===== config.mk =====
export PLATFORM = sky130hd
export DESIGN_NAME = axi4l_reg_slave
export DESIGN_NICKNAME = d
export VERILOG_FILES = /design/src/rtl/axi4l_reg_slave.sv
export SDC_FILE = /design/constraint.sdc
export NUM_CORES = 1
export LEC_CHECK = 0
export BUFFER_PORTS_ARGS = -buffer_cell sky130_fd_sc_hd__buf_2
export CAP_MARGIN = 20
export CORE_AREA = 2 2 262 264
export CTS_CLUSTER_DIAMETER = 200
export DETAILED_ROUTE_END_ITERATION = 12
export DIE_AREA = 0 0 264 266
export HOLD_SLACK_MARGIN = 0.08
export PLACE_DENSITY = 0.69
export SYNTH_ARGS = -nofsm -noshare
export SYNTH_HDL_FRONTEND = slang
export SYNTH_SLANG_ARGS = --single-unit

===== constraint.sdc =====
create_clock -name clk_i -period 10.6 [get_ports clk_i]
set_clock_uncertainty 0.2 [all_clocks]
set_input_delay 1.59 -clock clk_i [delete_from_list [all_inputs] [get_ports clk_i]]
set_output_delay 1.59 -clock clk_i [all_outputs]
set_load 0.01 [all_outputs]

===== src/rtl/axi4l_reg_slave.sv =====
// AXI4-Lite responder exposing NUM_REGS 32-bit control registers at BASE_ADDR.
// Optional byte-strobe writes are enabled with the AXI4L_REG_SLAVE_WSTRB_EN macro.
module axi4l_reg_slave #(
  parameter int unsigned            ADDR_WIDTH = 32,
  parameter int unsigned            DATA_WIDTH = 32,
  parameter logic [ADDR_WIDTH-1:0]  BASE_ADDR  = 32'h2000_0000,
  parameter int unsigned            NUM_REGS   = 16
) (
  input  logic                           clk_i,
  input  logic                           rst_ni,
  input  logic [ADDR_WIDTH-1:0]          s_awaddr_i,
  input  logic                           s_awvalid_i,
  output logic                           s_awready_o,
  input  logic [DATA_WIDTH-1:0]          s_wdata_i,
  input  logic [DATA_WIDTH/8-1:0]        s_wstrb_i,
  input  logic                           s_wvalid_i,
  output logic                           s_wready_o,
  output logic [1:0]                     s_bresp_o,
  output logic                           s_bvalid_o,
  input  logic                           s_bready_i,
  input  logic [ADDR_WIDTH-1:0]          s_araddr_i,
  input  logic                           s_arvalid_i,
  output logic                           s_arready_o,
  output logic [DATA_WIDTH-1:0]          s_rdata_o,
  output logic [1:0]                     s_rresp_o,
  output logic                           s_rvalid_o,
  input  logic                           s_rready_i,
  output logic [NUM_REGS*DATA_WIDTH-1:0] reg_q_o,
  output logic [NUM_REGS-1:0]            reg_wr_pulse_o
);

  localparam int unsigned           IDX_W       = (NUM_REGS > 1) ? $clog2(NUM_REGS) : 1;
  localparam int unsigned           STRB_W      = DATA_WIDTH / 8;
  localparam logic [ADDR_WIDTH-1:0] WIN_BYTES   = ADDR_WIDTH'(4 * NUM_REGS);
  localparam logic [1:0]            RESP_OKAY   = 2'b00;
  localparam logic [1:0]            RESP_SLVERR = 2'b10;

  typedef enum logic {W_COLLECT = 1'b0, W_RESP = 1'b1} w_state_e;
  typedef enum logic {R_IDLE = 1'b0, R_RESP = 1'b1} r_state_e;

  w_state_e                           w_state_r, w_state_s;
  r_state_e                           r_state_r, r_state_s;
  logic                               rst_done_r;
  logic [NUM_REGS-1:0][DATA_WIDTH-1:0] regs_r;
  logic [NUM_REGS-1:0]                pulse_r;
  logic                               aw_held_r, w_held_r;
  logic [ADDR_WIDTH-1:0]              awaddr_r;
  logic [DATA_WIDTH-1:0]              wdata_r;
  logic [STRB_W-1:0]                  wstrb_r;
  logic                               bvalid_r, rvalid_r;
  logic [1:0]                         bresp_r, rresp_r;
  logic [DATA_WIDTH-1:0]              rdata_r;

  logic                  aw_hs_s, w_hs_s, ar_hs_s, b_hs_s, r_hs_s;
  logic                  aw_have_s, w_have_s, commit_s, wr_ok_s, whit_s, rhit_s;
  logic [ADDR_WIDTH-1:0] waddr_s, woff_s, roff_s;
  logic [DATA_WIDTH-1:0] wdata_s, wmerge_s;
  logic [STRB_W-1:0]     wstrb_s;
  logic [IDX_W-1:0]      widx_s, ridx_s;
  logic [1:0]            wresp_s;

  assign s_awready_o    = rst_done_r && (w_state_r == W_COLLECT) && !aw_held_r;
  assign s_wready_o     = rst_done_r && (w_state_r == W_COLLECT) && !w_held_r;
  assign s_arready_o    = rst_done_r && (r_state_r == R_IDLE);
  assign s_bvalid_o     = bvalid_r;
  assign s_bresp_o      = bresp_r;
  assign s_rvalid_o     = rvalid_r;
  assign s_rresp_o      = rresp_r;
  assign s_rdata_o      = rdata_r;
  assign reg_q_o        = regs_r;
  assign reg_wr_pulse_o = pulse_r;

  assign aw_hs_s = s_awvalid_i && s_awready_o;
  assign w_hs_s  = s_wvalid_i && s_wready_o;
  assign ar_hs_s = s_arvalid_i && s_arready_o;
  assign b_hs_s  = bvalid_r && s_bready_i;
  assign r_hs_s  = rvalid_r && s_rready_i;

  // Write decode: a channel arriving this cycle bypasses its holding register.
  always_comb begin
    aw_have_s = aw_held_r | aw_hs_s;
    w_have_s  = w_held_r | w_hs_s;
    waddr_s   = aw_held_r ? awaddr_r : s_awaddr_i;
    wdata_s   = w_held_r ? wdata_r : s_wdata_i;
    wstrb_s   = w_held_r ? wstrb_r : s_wstrb_i;
    woff_s    = waddr_s - BASE_ADDR;
    whit_s    = (waddr_s >= BASE_ADDR) && (woff_s < WIN_BYTES);
    widx_s    = woff_s[IDX_W+1:2];
    commit_s  = (w_state_r == W_COLLECT) && aw_have_s && w_have_s;
`ifdef AXI4L_REG_SLAVE_WSTRB_EN
    wr_ok_s   = whit_s;
    wresp_s   = whit_s ? RESP_OKAY : RESP_SLVERR;
    wmerge_s  = regs_r[widx_s];
    for (int b = 0; b < STRB_W; b++) begin
      wmerge_s[b*8 +: 8] = wstrb_s[b] ? wdata_s[b*8 +: 8] : regs_r[widx_s][b*8 +: 8];
    end
`else
    wr_ok_s   = whit_s && (wstrb_s == {STRB_W{1'b1}});
    wresp_s   = wr_ok_s ? RESP_OKAY : RESP_SLVERR;
    wmerge_s  = wdata_s;
`endif
  end

  // Read decode straight from the AR channel.
  always_comb begin
    roff_s = s_araddr_i - BASE_ADDR;
    rhit_s = (s_araddr_i >= BASE_ADDR) && (roff_s < WIN_BYTES);
    ridx_s = roff_s[IDX_W+1:2];
  end

  // Write FSM next state.
  always_comb begin
    w_state_s = w_state_r;
    case (w_state_r)
      W_COLLECT: w_state_s = commit_s ? W_RESP : W_COLLECT;
      W_RESP:    w_state_s = s_bready_i ? W_COLLECT : W_RESP;
      default:   w_state_s = W_COLLECT;
    endcase
  end

  // Read FSM next state.
  always_comb begin
    r_state_s = r_state_r;
    case (r_state_r)
      R_IDLE:  r_state_s = ar_hs_s ? R_RESP : R_IDLE;
      R_RESP:  r_state_s = s_rready_i ? R_IDLE : R_RESP;
      default: r_state_s = R_IDLE;
    endcase
  end

  // State registers and the reset-release flag that opens the readies.
  always_ff @(posedge clk_i or negedge rst_ni) begin
    if (!rst_ni) begin
      w_state_r  <= W_COLLECT;
      r_state_r  <= R_IDLE;
      rst_done_r <= 1'b0;
    end else begin
      w_state_r  <= w_state_s;
      r_state_r  <= r_state_s;
      rst_done_r <= 1'b1;
    end
  end

  // Write path: channel holding, commit into the register file, B response.
  always_ff @(posedge clk_i or negedge rst_ni) begin
    if (!rst_ni) begin
      regs_r    <= '0;
      pulse_r   <= '0;
      aw_held_r <= 1'b0;
      w_held_r  <= 1'b0;
      awaddr_r  <= '0;
      wdata_r   <= '0;
      wstrb_r   <= '0;
      bvalid_r  <= 1'b0;
      bresp_r   <= RESP_OKAY;
    end else begin
      pulse_r <= '0;
      if (aw_hs_s) begin
        aw_held_r <= 1'b1;
        awaddr_r  <= s_awaddr_i;
      end
      if (w_hs_s) begin
        w_held_r <= 1'b1;
        wdata_r  <= s_wdata_i;
        wstrb_r  <= s_wstrb_i;
      end
      if (commit_s) begin
        bvalid_r <= 1'b1;
        bresp_r  <= wresp_s;
        if (wr_ok_s) begin
          regs_r[widx_s]  <= wmerge_s;
          pulse_r[widx_s] <= 1'b1;
        end
      end else if (b_hs_s) begin
        bvalid_r  <= 1'b0;
        aw_held_r <= 1'b0;
        w_held_r  <= 1'b0;
      end
    end
  end

  // Read path: sample the register file on the AR handshake, hold until R handshake.
  always_ff @(posedge clk_i or negedge rst_ni) begin
    if (!rst_ni) begin
      rvalid_r <= 1'b0;
      rdata_r  <= '0;
      rresp_r  <= RESP_OKAY;
    end else if (ar_hs_s) begin
      rvalid_r <= 1'b1;
      rdata_r  <= rhit_s ? regs_r[ridx_s] : '0;
      rresp_r  <= rhit_s ? RESP_OKAY : RESP_SLVERR;
    end else if (r_hs_s) begin
      rvalid_r <= 1'b0;
    end
  end

endmodule


==> impl_metrics.tcl <==
set metrics [dict create \
    critPathLaunchType "primary input" \
    synthCells 1805 \
    drive_above_1_share_pct 61.04 \
    fin_crit_ns 4.915 \
    grt_pass1_vias 19940 \
    netlist_top_cells_area "dfrtp_1 55%, mux2_2 20%, mux4_2 13%" \
    arrival_ns 5.20 \
    die_area_um2 70220 \
    gp_congestion 0.9183 \
    dpl_cell_area_um2 32770 \
    synth_top_cell_by_area "dfrtp_1" \
    grt_pass1_wl_um 141800 \
    drv_slew 0 \
    power.leakage_nw 18.56 \
    tns_ns 0 \
    drv_cap 0 \
    critPathKind "in -> reg" \
    clk_pin_slew_worst_paths_ns 0.06 \
    hold_viol_final 0 \
    syn_avg_cell_area_um2 15.93 \
    antenna_found_initial 8 \
    power_density_nw_per_um2 173.5 \
    fin_nets 2549 \
    cts_resized 0 \
    die_h_um 266 \
    die_w_um 264 \
    first_iter_violations 1429 \
    rsz0062_at_grt "no" \
    synth_top_area_share_pct 55.26 \
    h-tree-depth 3 \
    worstMarginPinSlew_ns 1.113 \
    crit_path_end_kind "flip-flop" \
    core-area_um2 67750 \
    hp-class "reg -> reg" \
    critPathRequiredTime_ns 10.88 \
    wirelength_um 98810 \
    clock.fmax_ghz 0.2035 \
    grt_overflow 0 \
    setup_viol 0 \
    peakVddDrop_mv 0.09702 \
    vias 19440 \
    ys_async_sr_fraction_pct 100.0 \
    pin_count 676 \
    critPathLaunch "s_awaddr_i[23]" \
    initial_utilization_pct 42.45 \
    numCtsBuffers 71 \
    ys_seq_area_share_pct 55.26 \
    io_buffer_count 669 \
    dr.pass1.iters 5 \
    cts_tree "built" \
    final_area_um2 35160 \
    critPathMaxFanout 20 \
    max-clock-path-buffers 3 \
    r2r-start "aw_held_r$_DFF_PN0_" \
    crit_end "reg_q_o[86]$_DFFE_PN0P_" \
    grt_use_total_pct 27.70 \
    syn_to_final_growth_pct 22.26 \
    postRouteAntennaNets 0 \
    postLayoutCoreUtil_pct 51.89 \
    synth_edf_count 0 \
    maxSlewHeadroom_pct 25.27 \
    yosysUniqueCellTypes 43 \
    r2r_slack_ns 6.29 \
    hp-start "s_rdata_o[6]$_DFFE_PN0P_" \
    drc 0 \
    vias_per_cell 5.754 \
    cts_hold_buf 0 \
    insertion_delay_ns 0.61 \
    r2r_end "reg_q_o[86]$_DFFE_PN0P_" \
    avgRoutedWirePerCell_um 29.25 \
    ys_ff_latch 635 \
    finalCritPeriodShare_pct 46.37 \
    clock-root-buffer "clkbuf_16" \
    dpl.hpwl_um 68260 \
    synth_flop_cell "dfrtp_1" \
    rows 96 \
    ff2ff_path_depth 7 \
    grt_max_degree 164 \
    cts_sinks 635 \
    post_cts.repair.setup_buffers 0 \
    status "finished, final reports clean" \
    netlist_area_um2 28760 \
    yosys_warnings 0 \
]
[kinds of logic (layout without fill, tap and decap cells)]
| group | count (synthesis) | count (layout) | share of synthesized area, % |
|---|---|---|---|
| adders and majority gates | 2 | 2 | 0.08701 |
| muxes | 772 | 772 | 36.49 |
| buffers and inverters | 187 | 876 | 3.429 |
| DFF | 635 | 635 | 55.26 |
| xor gates and xnor gates | 1 | 1 | 0.03046 |
| AOI/OAI and AO/OA | 51 | 51 | 1.036 |
| other | 2 | 4 | 0.02612 |
| and+or+nand+nor | 155 | 155 | 3.646 |
[cells in the final DEF (no fill, tap or decap), types with 2 or more instances in the layout]
cell type,netlist,final
a21oi_1,2,2
and2_1,9,8
buf_12,0,5
buf_2,17,665
buf_4,10,35
buf_8,0,2
bufinv_16,0,3
clkbuf_1,74,14
clkbuf_16,0,72
clkbuf_8,0,16
clkinv_2,0,15
clkinv_8,0,3
clkinvlp_4,0,2
conb_1,2,3
dfrtp_1,635,634
ha_1,2,2
inv_1,40,40
inv_6,0,2
mux2_1,98,98
mux2_2,512,512
mux2i_1,2,2
mux4_2,160,160
nand2_1,45,44
nand3_1,21,21
nand3b_1,6,6
nand4_1,3,3
nor2_1,6,6
nor2b_1,2,2
nor3_1,5,5
nor4_1,26,26
nor4_4,12,16
o21ai_0,38,38
o31a_1,2,2
o31ai_1,2,2
or3_1,2,2
or3b_2,6,6
or4_1,4,3
[layout make-up]
type                            instances  area, µm²
Clock inverter                         26      266.5
Timing Repair Buffer                  708       3732
Fill cell                            5780      32590
Multi-Input combinational cell        984      11940
Tap cell                              882       1104
Clock buffer                          102       2074
Antenna cell                            1      2.502
Sequential cell                       635      15890
Inverter                               40      150.1
[flip-flops by register name (all words and copies together), names as in the netlist]
| register | count |
|---|---|
| reg_q_o | 512 |
| s_rdata_o | 32 |
| wdata_r | 32 |
| awaddr_r | 30 |
| reg_wr_pulse_o | 16 |
| wstrb_r | 4 |
| aw_held_r | 1 |
| r_state_r | 1 |
| rst_done_r | 1 |
| s_bresp_o | 1 |
| s_bvalid_o | 1 |
| s_rresp_o | 1 |
| s_rvalid_o | 1 |
| w_held_r | 1 |
| w_state_r | 1 |
[cells in the mapped netlist (9+ instances only)]
cell type / instances
dfrtp_1: 635
mux2_2: 512
mux4_2: 160
mux2_1: 98
clkbuf_1: 74
nand2_1: 45
inv_1: 40
o21ai_0: 38
buf_6: 30
nor4_1: 26
nand3_1: 21
buf_2: 17
buf_1: 16
nor4_4: 12
buf_4: 10
and2_1: 9
[per-layer routing]
layer / track usage [%] / wire [µm] / up-vias
li1: - / - / 7976
met1: 36.30 / 40240 / 10390
met2: 44.15 / 46420 / 845
met3: 7.301 / 7834 / 219
met4: 10.96 / 4265 / 8
met5: 0 / 52 / -
[worst min-delay path by stage]
stage                                            to  depth (start not counted)  slack [ns]
after floorplan              wstrb_r[0]$_DFFE_PN0P_                          1        0.27
after CTS                  s_rdata_o[6]$_DFFE_PN0P_                          2        0.28
after global placement    s_rdata_o[27]$_DFFE_PN0P_                          2        0.26
after detailed placement   s_rdata_o[6]$_DFFE_PN0P_                          2        0.27
final                      s_rdata_o[6]$_DFFE_PN0P_                          2        0.28
after global routing       awaddr_r[18]$_DFFE_PN0P_                          1        0.31
[where the power goes]
part	internal, mW	switching, mW
Sequential	2.56	0.0860
Combinational	0.300	0.677
Clock	1.44	1.04
Total	4.30	1.80
[per-stage QoR]
stage	hold WS, ns	instances	total power [mW]	setup slack (ns)
detailed placement	0.2695	3247	3.651	4.901
global route	0.3133	3378	6.334	5.619
finish	0.2801	3378	6.101	5.685
floorplan	0.2722	1806	3.282	6.418
CTS	0.2826	3375	6.142	5.573
global placement	0.2636	3247	3.606	4.963
[critical path: stages]
cell     delay, ns
buf_2         0.10
or4_1         0.52
a211o_1       0.35
a221o_2       0.47
buf_12        0.24
nor4_4        0.92
buf_4         0.55
mux2_2        0.39
Note: power is estimated with default switching activity, not from simulation.
